--- src/rtl/uart_arb_pkg.sv ---
// Shared types and helpers for the UART transmit arbiter.
// The UART_TX_ARB_PKT_LOCK_EN build option is consumed by uart_tx_arbiter.
package uart_arb_pkg;

    localparam int MAX_REQ = 8;

    typedef enum logic [1:0] {
        IDLE      = 2'd0,
        LAUNCH    = 2'd1,
        WAIT_DONE = 2'd2
    } arb_state_e;

    // Index width for n requesters; never below one bit.
    function automatic int idx_w(input int n);
        return (n <= 2) ? 1 : $clog2(n);
    endfunction

endpackage

--- src/rtl/uart_tx_arbiter_rr_pick.sv ---
// Combinational round-robin selector: lowest valid index at or after the
// pointer wins, wrapping to the lowest valid index below it.
module rr_pick
    import uart_arb_pkg::*;
#(
    parameter int NUM_REQ = 4,
    parameter int IDX_W   = idx_w(NUM_REQ)
) (
    input  logic [NUM_REQ-1:0] i_Valid,
    input  logic [IDX_W-1:0]   i_Ptr,
    output logic [NUM_REQ-1:0] o_Onehot,
    output logic [IDX_W-1:0]   o_Index,
    output logic               o_Any
);

    logic [NUM_REQ-1:0] w_Hi;
    logic [NUM_REQ-1:0] w_Src;

    always_comb begin
        w_Hi = '0;
        for (int k = 0; k < NUM_REQ; k++) begin
            w_Hi[k] = i_Valid[k] && (k >= int'(i_Ptr));
        end
        // Requesters below the pointer only compete when none at/after it are valid.
        w_Src    = (|w_Hi) ? w_Hi : i_Valid;
        o_Onehot = '0;
        o_Index  = '0;
        for (int k = NUM_REQ - 1; k >= 0; k--) begin
            if (w_Src[k]) begin
                o_Onehot    = '0;
                o_Onehot[k] = 1'b1;
                o_Index     = IDX_W'(k);
            end
        end
    end

    assign o_Any = |i_Valid;

endmodule

--- src/rtl/uart_tx_arbiter.sv ---
// Round-robin arbiter sharing one UART_TX among NUM_REQ byte requesters.
// Define UART_TX_ARB_PKT_LOCK_EN to hold the grant until a packet's last byte.
module uart_tx_arbiter
    import uart_arb_pkg::*;
#(
    parameter int NUM_REQ = 4
) (
    input  logic                   i_Clock,
    input  logic                   i_Rst_L,
    input  logic [NUM_REQ-1:0]     i_Req_Valid,
    input  logic [8*NUM_REQ-1:0]   i_Req_Byte,
    input  logic [NUM_REQ-1:0]     i_Req_Last,
    output logic [NUM_REQ-1:0]     o_Req_Ready,
    output logic [NUM_REQ-1:0]     o_Grant,
    output logic                   o_TX_DV,
    output logic [7:0]             o_TX_Byte,
    input  logic                   i_TX_Active,
    input  logic                   i_TX_Done,
    output logic                   o_Busy
);

    localparam int IDX_W = idx_w(NUM_REQ);

    if (NUM_REQ < 2 || NUM_REQ > MAX_REQ) begin : g_bad_num_req
        $error("uart_tx_arbiter: NUM_REQ must be 2..8");
    end

    arb_state_e          r_State, w_State_Next;
    logic [NUM_REQ-1:0]  r_Grant;
    logic [IDX_W-1:0]    r_Grant_Idx;
    logic [IDX_W-1:0]    r_Ptr;
    logic                r_TX_DV;
    logic [7:0]          r_TX_Byte;

    logic [NUM_REQ-1:0]  w_Eligible;
    logic [NUM_REQ-1:0]  w_Win_Onehot;
    logic [IDX_W-1:0]    w_Win_Idx;
    logic [IDX_W-1:0]    w_Ptr_Inc;
    logic                w_Win_Any;
    logic                w_Gnt_Valid;
    logic                w_Load_Grant;
    logic                w_Accept;
    logic                w_Drop;
    logic                w_Complete;
    logic                w_Ptr_Adv;

`ifdef UART_TX_ARB_PKT_LOCK_EN
    logic                r_Lock_Set;
    logic [IDX_W-1:0]    r_Lock_Idx;
    logic                r_Last;

    always_comb begin
        w_Eligible = i_Req_Valid;
        if (r_Lock_Set) begin
            w_Eligible             = '0;
            w_Eligible[r_Lock_Idx] = i_Req_Valid[r_Lock_Idx];
        end
    end

    // Lock is taken by a non-last byte and only released when the last byte completes.
    always_ff @(posedge i_Clock or negedge i_Rst_L) begin
        if (!i_Rst_L) begin
            r_Lock_Set <= 1'b0;
            r_Lock_Idx <= '0;
            r_Last     <= 1'b0;
        end else if (w_Accept) begin
            r_Last <= i_Req_Last[r_Grant_Idx];
            if (!i_Req_Last[r_Grant_Idx]) begin
                r_Lock_Set <= 1'b1;
                r_Lock_Idx <= r_Grant_Idx;
            end
        end else if (w_Complete && r_Last) begin
            r_Lock_Set <= 1'b0;
        end
    end

    assign w_Ptr_Adv = w_Complete && r_Last;
`else
    logic w_unused_last;

    assign w_Eligible    = i_Req_Valid;
    assign w_Ptr_Adv     = w_Complete;
    assign w_unused_last = ^i_Req_Last;
`endif

    rr_pick #(
        .NUM_REQ (NUM_REQ),
        .IDX_W   (IDX_W)
    ) u_rr_pick (
        .i_Valid  (w_Eligible),
        .i_Ptr    (r_Ptr),
        .o_Onehot (w_Win_Onehot),
        .o_Index  (w_Win_Idx),
        .o_Any    (w_Win_Any)
    );

    assign w_Gnt_Valid = |(i_Req_Valid & r_Grant);
    assign w_Ptr_Inc   = (r_Grant_Idx == IDX_W'(NUM_REQ - 1)) ? '0 : r_Grant_Idx + 1'b1;

    always_ff @(posedge i_Clock or negedge i_Rst_L) begin
        if (!i_Rst_L) begin
            r_State <= IDLE;
        end else begin
            r_State <= w_State_Next;
        end
    end

    always_comb begin
        w_State_Next = r_State;
        w_Load_Grant = 1'b0;
        w_Accept     = 1'b0;
        w_Drop       = 1'b0;
        w_Complete   = 1'b0;
        case (r_State)
            IDLE: begin
                if (!i_TX_Active && w_Win_Any) begin
                    w_Load_Grant = 1'b1;
                    w_State_Next = LAUNCH;
                end
            end
            LAUNCH: begin
                if (w_Gnt_Valid) begin
                    w_Accept     = 1'b1;
                    w_State_Next = WAIT_DONE;
                end else begin
                    w_Drop       = 1'b1;
                    w_State_Next = IDLE;
                end
            end
            WAIT_DONE: begin
                if (i_TX_Done) begin
                    w_Complete   = 1'b1;
                    w_State_Next = IDLE;
                end
            end
            default: w_State_Next = IDLE;
        endcase
    end

    always_ff @(posedge i_Clock or negedge i_Rst_L) begin
        if (!i_Rst_L) begin
            r_Grant     <= '0;
            r_Grant_Idx <= '0;
            r_Ptr       <= '0;
            r_TX_DV     <= 1'b0;
            r_TX_Byte   <= 8'h00;
        end else begin
            r_TX_DV <= w_Accept;
            if (w_Load_Grant) begin
                r_Grant     <= w_Win_Onehot;
                r_Grant_Idx <= w_Win_Idx;
            end else if (w_Drop || w_Complete) begin
                r_Grant <= '0;
            end
            if (w_Accept) begin
                r_TX_Byte <= i_Req_Byte[{r_Grant_Idx, 3'b000} +: 8];
            end
            if (w_Ptr_Adv) begin
                r_Ptr <= w_Ptr_Inc;
            end
        end
    end

    assign o_Req_Ready = (r_State == LAUNCH) ? r_Grant : '0;
    assign o_Grant     = r_Grant;
    assign o_TX_DV     = r_TX_DV;
    assign o_TX_Byte   = r_TX_Byte;
    assign o_Busy      = (r_State != IDLE);

endmodule
--- config.mk ---
export PLATFORM = sky130hd
export DESIGN_NAME = uart_tx_arbiter
export DESIGN_NICKNAME = d
export VERILOG_FILES = /design/src/rtl/uart_arb_pkg.sv /design/src/rtl/uart_tx_arbiter_rr_pick.sv /design/src/rtl/uart_tx_arbiter.sv
export SDC_FILE = /design/constraint.sdc
export NUM_CORES = 1
export LEC_CHECK = 0
export CAP_MARGIN = 0
export CORE_MARGIN = 3
export CORE_UTILIZATION = 25
export DETAILED_ROUTE_END_ITERATION = 6
export PLACE_DENSITY = 0.67
export SYNTH_ARGS = -nofsm -noshare
export SYNTH_HDL_FRONTEND = slang
export SYNTH_HIERARCHICAL = 1
export SYNTH_SLANG_ARGS = --single-unit
--- constraint.sdc ---
create_clock -name i_Clock -period 1.8 [get_ports i_Clock]
set_input_delay 0.36 -clock i_Clock [delete_from_list [all_inputs] [get_ports i_Clock]]
set_output_delay 0.36 -clock i_Clock [all_outputs]
set_load 0.05 [all_outputs]
Word-level counts from Yosys, hierarchy flattened
Cells that the tools add are included.
{"block": "totals", "input_bits": 44, "output_inout_bits": 18, "wordCells": 55, "ff_bits": 19}
{"block": "classes", "eq_ne": 5, "n_mux": 25, "shift": 1, "bitwise_logic": 1, "n_reduce_logical": 13, "addsub": 1, "n_lt_le_gt_ge": 3}
{"op": "32-bit by 6-bit indexed part select with 8-bit output", "n": 1}
{"op": "4-bit two-way mux", "n": 7}
{"op": "2-bit two-way mux", "n": 8}
{"op": "4-bit OR reduction", "n": 3}
{"op": "1-bit two-way mux", "n": 8}
{"op": "2-bit case mux with 3 select lines", "n": 1}
{"op": "4-bit AND", "n": 1}
{"op": "2-bit == test (second input constant)", "n": 2}
{"op": "1-bit by 2-bit greater-or-equal comparator with 1-bit output (first input constant)", "n": 2}
{"op": "1-bit logical AND", "n": 4}
{"op": "2-bit inequality test (second input constant)", "n": 2}
{"op": "2-bit nonzero test", "n": 2}
{"op": "3-bit two-way mux", "n": 1}
{"op": "2-bit by 1-bit adder with 2-bit output (second input constant)", "n": 1}
{"op": "2-bit by 1-bit == test with 1-bit output (second input constant)", "n": 1}
{"op": "2-bit greater-or-equal comparator (first input constant)", "n": 1}
{"op": "2-bit zero test", "n": 1}
{"op": "2-bit AND reduction", "n": 1}
{"op": "1-bit zero test", "n": 1}
{"op": "1-bit logical OR", "n": 1}

Logic depth before layout (Yosys ltp)
{"block": "depth", "depth_word": 8, "depth_mapped": 6, "depth_no_buf": 5}

By module
The synthesis kept the hierarchy.
{"module": "uart_tx_arbiter", "seq_area_each_um2": 475.5, "cells_each": 63, "area_each_um2": 978.4, "instances": 1}
{"module": "rr_pick", "seq_area_each_um2": 0.0, "cells_each": 33, "area_each_um2": 227.7, "instances": 1}

Worst setup path after synthesis
Ideal clock, no wire load.
{"block": "synth_path", "path_type": "register -> register", "startpoint": "reg r_Grant[2] (netlist: o_Grant[2])", "endpoint": "reg r_TX_Byte[0] (netlist: o_TX_Byte[0])", "synth_period_minus_slack_ps": 1590, "arrival_ps": 1465, "stages_incl_launch_ff": 5, "path_slack_ps": 210, "required_time_ps": 1675, "path_cell_list": "dfrtp_1 > a22oi_1 > a21boi_1 > buf_4 > mux2_2"}
{"block": "synth_via", "elab_chain_len": 4}
{"element": "start: declaration", "line": "uart_tx_arbiter.sv:29", "source": "logic [NUM_REQ-1:0] r_Grant;"}
{"element": "start signal: assignment", "line": "uart_tx_arbiter.sv:150", "source": "r_Grant <= w_Win_Onehot;"}
{"element": "4-bit AND", "line": "uart_tx_arbiter.sv:97", "source": "assign w_Gnt_Valid = |(i_Req_Valid & r_Grant);"}
{"element": "4-bit OR reduction", "line": "uart_tx_arbiter.sv:97"}
{"element": "1-bit two-way mux", "line": "uart_tx_arbiter.sv:122", "source": "if (w_Gnt_Valid) begin"}
{"element": "1-bit two-way mux", "line": "uart_tx_arbiter.sv:114", "source": "case (r_State)"}
{"element": "via w_Accept", "line": "uart_tx_arbiter.sv:42", "source": "logic w_Accept;"}
{"element": "end signal: assignment", "line": "uart_tx_arbiter.sv:156", "source": "r_TX_Byte <= i_Req_Byte[{r_Grant_Idx, 3'b000} +: 8];"}
{"element": "end: declaration", "line": "uart_tx_arbiter.sv:33", "source": "logic [7:0] r_TX_Byte;"}
The timed path passes the listed nets, and every way through them passes these cells.
A chain may end at the register's enable or synchronous reset.

Final worst setup path
{"block": "layout_path", "startpoint": "reg r_Grant_Idx[0]", "endpoint": "reg r_TX_Byte[4] (netlist: o_TX_Byte[4])"}
{"block": "layout_via", "elab_chain_len": 1}
{"element": "start: declaration", "line": "uart_tx_arbiter.sv:30", "source": "logic [IDX_W-1:0] r_Grant_Idx;"}
{"element": "start signal: assignment", "line": "uart_tx_arbiter.sv:151", "source": "r_Grant_Idx <= w_Win_Idx;"}
{"element": "32-bit by 6-bit indexed part select with 8-bit output", "line": "uart_tx_arbiter.sv:156"}
No other way between the ends.

==> flow_metrics.tcl <==
set metrics [dict create \
    status "finished, final reports clean" \
    synth_cell_types 36 \
    drt-initial-drc-count 100 \
    grt_max_degree 20 \
    synth_area_leaders "dfrtp_1 (39%), mux4_2 (15%), mux2_2 (10%), a32o_1 (3.3%), and2_1 (2.1%)" \
    cts_tree "yes" \
    stdcell_area_mm2 0.00190 \
    antenna_found_initial 0 \
    syn_avg_cell_area_um2 12.6 \
    numPortBuffers 57 \
    grt_usage 0.122 \
    synth_top_cell_by_area "dfrtp_1" \
    synth_top_cell_area_share 0.394 \
    die_h_um 75.5 \
    ant_nets 0 \
    core.rowCount 24 \
    async_flop_share 1.00 \
    cap_violations 0 \
    finalHoldViolCount 0 \
    fin_crit_sh 0.930 \
    drive_above_1_share 0.367 \
    clockBufferDepth 2 \
    crit_path_start_kind "flip-flop" \
    whs_ns 0.433 \
    top_layer "met4" \
    stdcell_count 210 \
    numCtsBuffers 3 \
    ctsHtreeMaxLevel 1 \
    worst_slack_ns 0.126 \
    finalWirelength_um 3070 \
    ys_ff_latch 19 \
    clock_sinks 19 \
    wl_per_cell_um 14.6 \
    fp.coreArea_mm2 0.00450 \
    max_freq_ghz 0.597 \
    drc 0 \
    path_max_fanout 11 \
    powerDensity_mw_per_mm2 1520 \
    dr_wl_met2_um 1400 \
    max_slew_margin 0.616 \
    post-place-ws_ns -0.0849 \
    synthesis.nets 141 \
    peakVddDrop_mv 0.828 \
    reg2reg_depth 2 \
    critPathLaunch "r_Grant_Idx[0]$_DFFE_PN0P_" \
    r2r-end "o_TX_Byte[4]$_DFFE_PN0P_" \
    slew_viol_final 0 \
    place_area_mm2 0.00185 \
    power.leakage_uw 0.000805 \
    grt_pass1_wl_um 5260 \
    synth-edff-count 0 \
    dr_wl_met3_um 356 \
    clk_pin_slew_ns 0.07 \
    firstDrtPassIters 5 \
    worstReg2RegStart "r_Grant_Idx[0]$_DFFE_PN0P_" \
    clk_latency_ns 0.25 \
    vias 1053 \
    antenna_cells 0 \
    crit_required_ns 1.94 \
    area_growth_pct 57.8 \
    layout_commonest_cell "clkdlybuf4s50_1" \
    syn_inst 96 \
    cts_root_buf "clkbuf_8" \
    crit_arrival_ns 1.81 \
    place_congestion 0.797 \
    final_cell_mix "clkdlybuf4s50_1 (39), buf_4 (22), dfrtp_1 (19), mux2_2 (11), mux4_2 (8)" \
    die_w_um 75.5 \
    hp-class "primary input to asynchronous set/reset pin" \
    post-cts-setup-buffer-count 0 \
    dp_cells 206 \
    setup_viol 0 \
    wl_met1_um 1260 \
    worstSetupPathType "flip-flop to flip-flop" \
    period_minus_slack_ns 1.67 \
    die_area_mm2 0.00569 \
    end_kind "flip-flop" \
    synth_ff_type "dfrtp_1" \
    place.detailed.hpwl_um 2540 \
    holdBufCountCts 0 \
    worst_pin_slew_ns 0.577 \
    yosys_warnings 6 \
    finish.net_count 204 \
    fillers 422 \
    synth_area_mm2 0.00121 \
    fin_worst_skew_ns 0.00436 \
    grt_pass1_vias 1232 \
    r2r_slack_ns 0.13 \
    rsz0062_at_grt "no" \
    via_per_inst 5.01 \
    io_pins 62 \
    gr-total-overflow 0 \
    synth_seq_area_share 0.394 \
    start_util 0.268 \
]
[registers in the layout (all words and copies together), names as in the netlist]
name	flops
o_Grant	4
o_TX_Byte	8
o_TX_DV	1
r_Grant_Idx	2
r_Ptr	2
r_State	2
[metrics by stage]
stage,TNS [ns],utilization,power [uW]
6_report,0,0.423,2890
5_1_grt,0,0.423,3090
4_1_cts,0,0.421,2920
3_5_place_dp,-0.621,0.411,2620
3_3_place_gp,-0.785,0.411,2570
2_1_floorplan,0,-,2060
[synth_stat cells, drive strengths merged (2+ instances only)]
| cell type | instances |
|---|---|
| dfrtp | 19 |
| mux2 | 11 |
| mux4 | 8 |
| buf | 7 |
| nor2 | 6 |
| a21oi | 5 |
| a32o | 4 |
| and2 | 4 |
| a21boi | 3 |
| a22oi | 3 |
| inv | 3 |
| nor2b | 3 |
| o21ai | 3 |
| nand2 | 2 |
| o221a | 2 |
[metal layers]
layer / GRT usage / up-vias
met3: 0.0501 / 5
met2: 0.201 / 63
met1: 0.138 / 494
met4: 0.0583 / 0
met5: 0 / -
li1: - / 491
[worst max-delay path by stage]
| stage | slack (ns) | end |
|---|---|---|
| finish | 0.13 | o_TX_Byte[4]$_DFFE_PN0P_ |
| global route | 0.02 | o_TX_Byte[3]$_DFFE_PN0P_ |
| CTS | 0.09 | o_TX_Byte[3]$_DFFE_PN0P_ |
| detailed placement | -0.08 | o_Grant[3]$_DFFE_PN0P_ |
| global placement | -0.07 | o_Grant[1]$_DFFE_PN0P_ |
| floorplan | 0.21 | o_TX_Byte[0]$_DFFE_PN0P_ |
[worst max-delay path, cell delays in order, from the launching register on]
cell     delay, ns
dfrtp_1       0.71
mux4_2        0.57
mux2_2        0.28
[timing repair]
item / 4_1_cts / 5_1_grt
setup endpoints to repair: 0 / 2
hold endpoints to repair: 0 / 0
resized for setup: 0 / 1
[logic make-up (layout without fill, tap and decap cells)]
family | count (synthesis) | count (layout) | synth area share
flip-flops | 19 | 19 | 0.394
AND/OR/NAND/NOR | 20 | 20 | 0.108
buffers and inverters | 10 | 72 | 0.0539
multiplexers | 20 | 20 | 0.260
adder cells (fa/ha/maj) | 1 | 1 | 0.0104
AO/OA/AOI/OAI | 26 | 26 | 0.173
[layout make-up]
type                    count  area, um2  share of cell area
flip-flops and latches     19        475               0.250
multi-input cells          67        671               0.352
inverters                   3       11.3             0.00592
well taps                  52       65.1              0.0342
clock buffers               4       45.0              0.0237
repair buffers             65        636               0.334
[power breakdown]
group	switching (uW)	internal, uW	total (uW)
combinational	914	798	1710
clock	132	157	289
sequential	272	617	889
total	1320	1570	2890
Note: power is estimated with default switching activity, not from simulation.
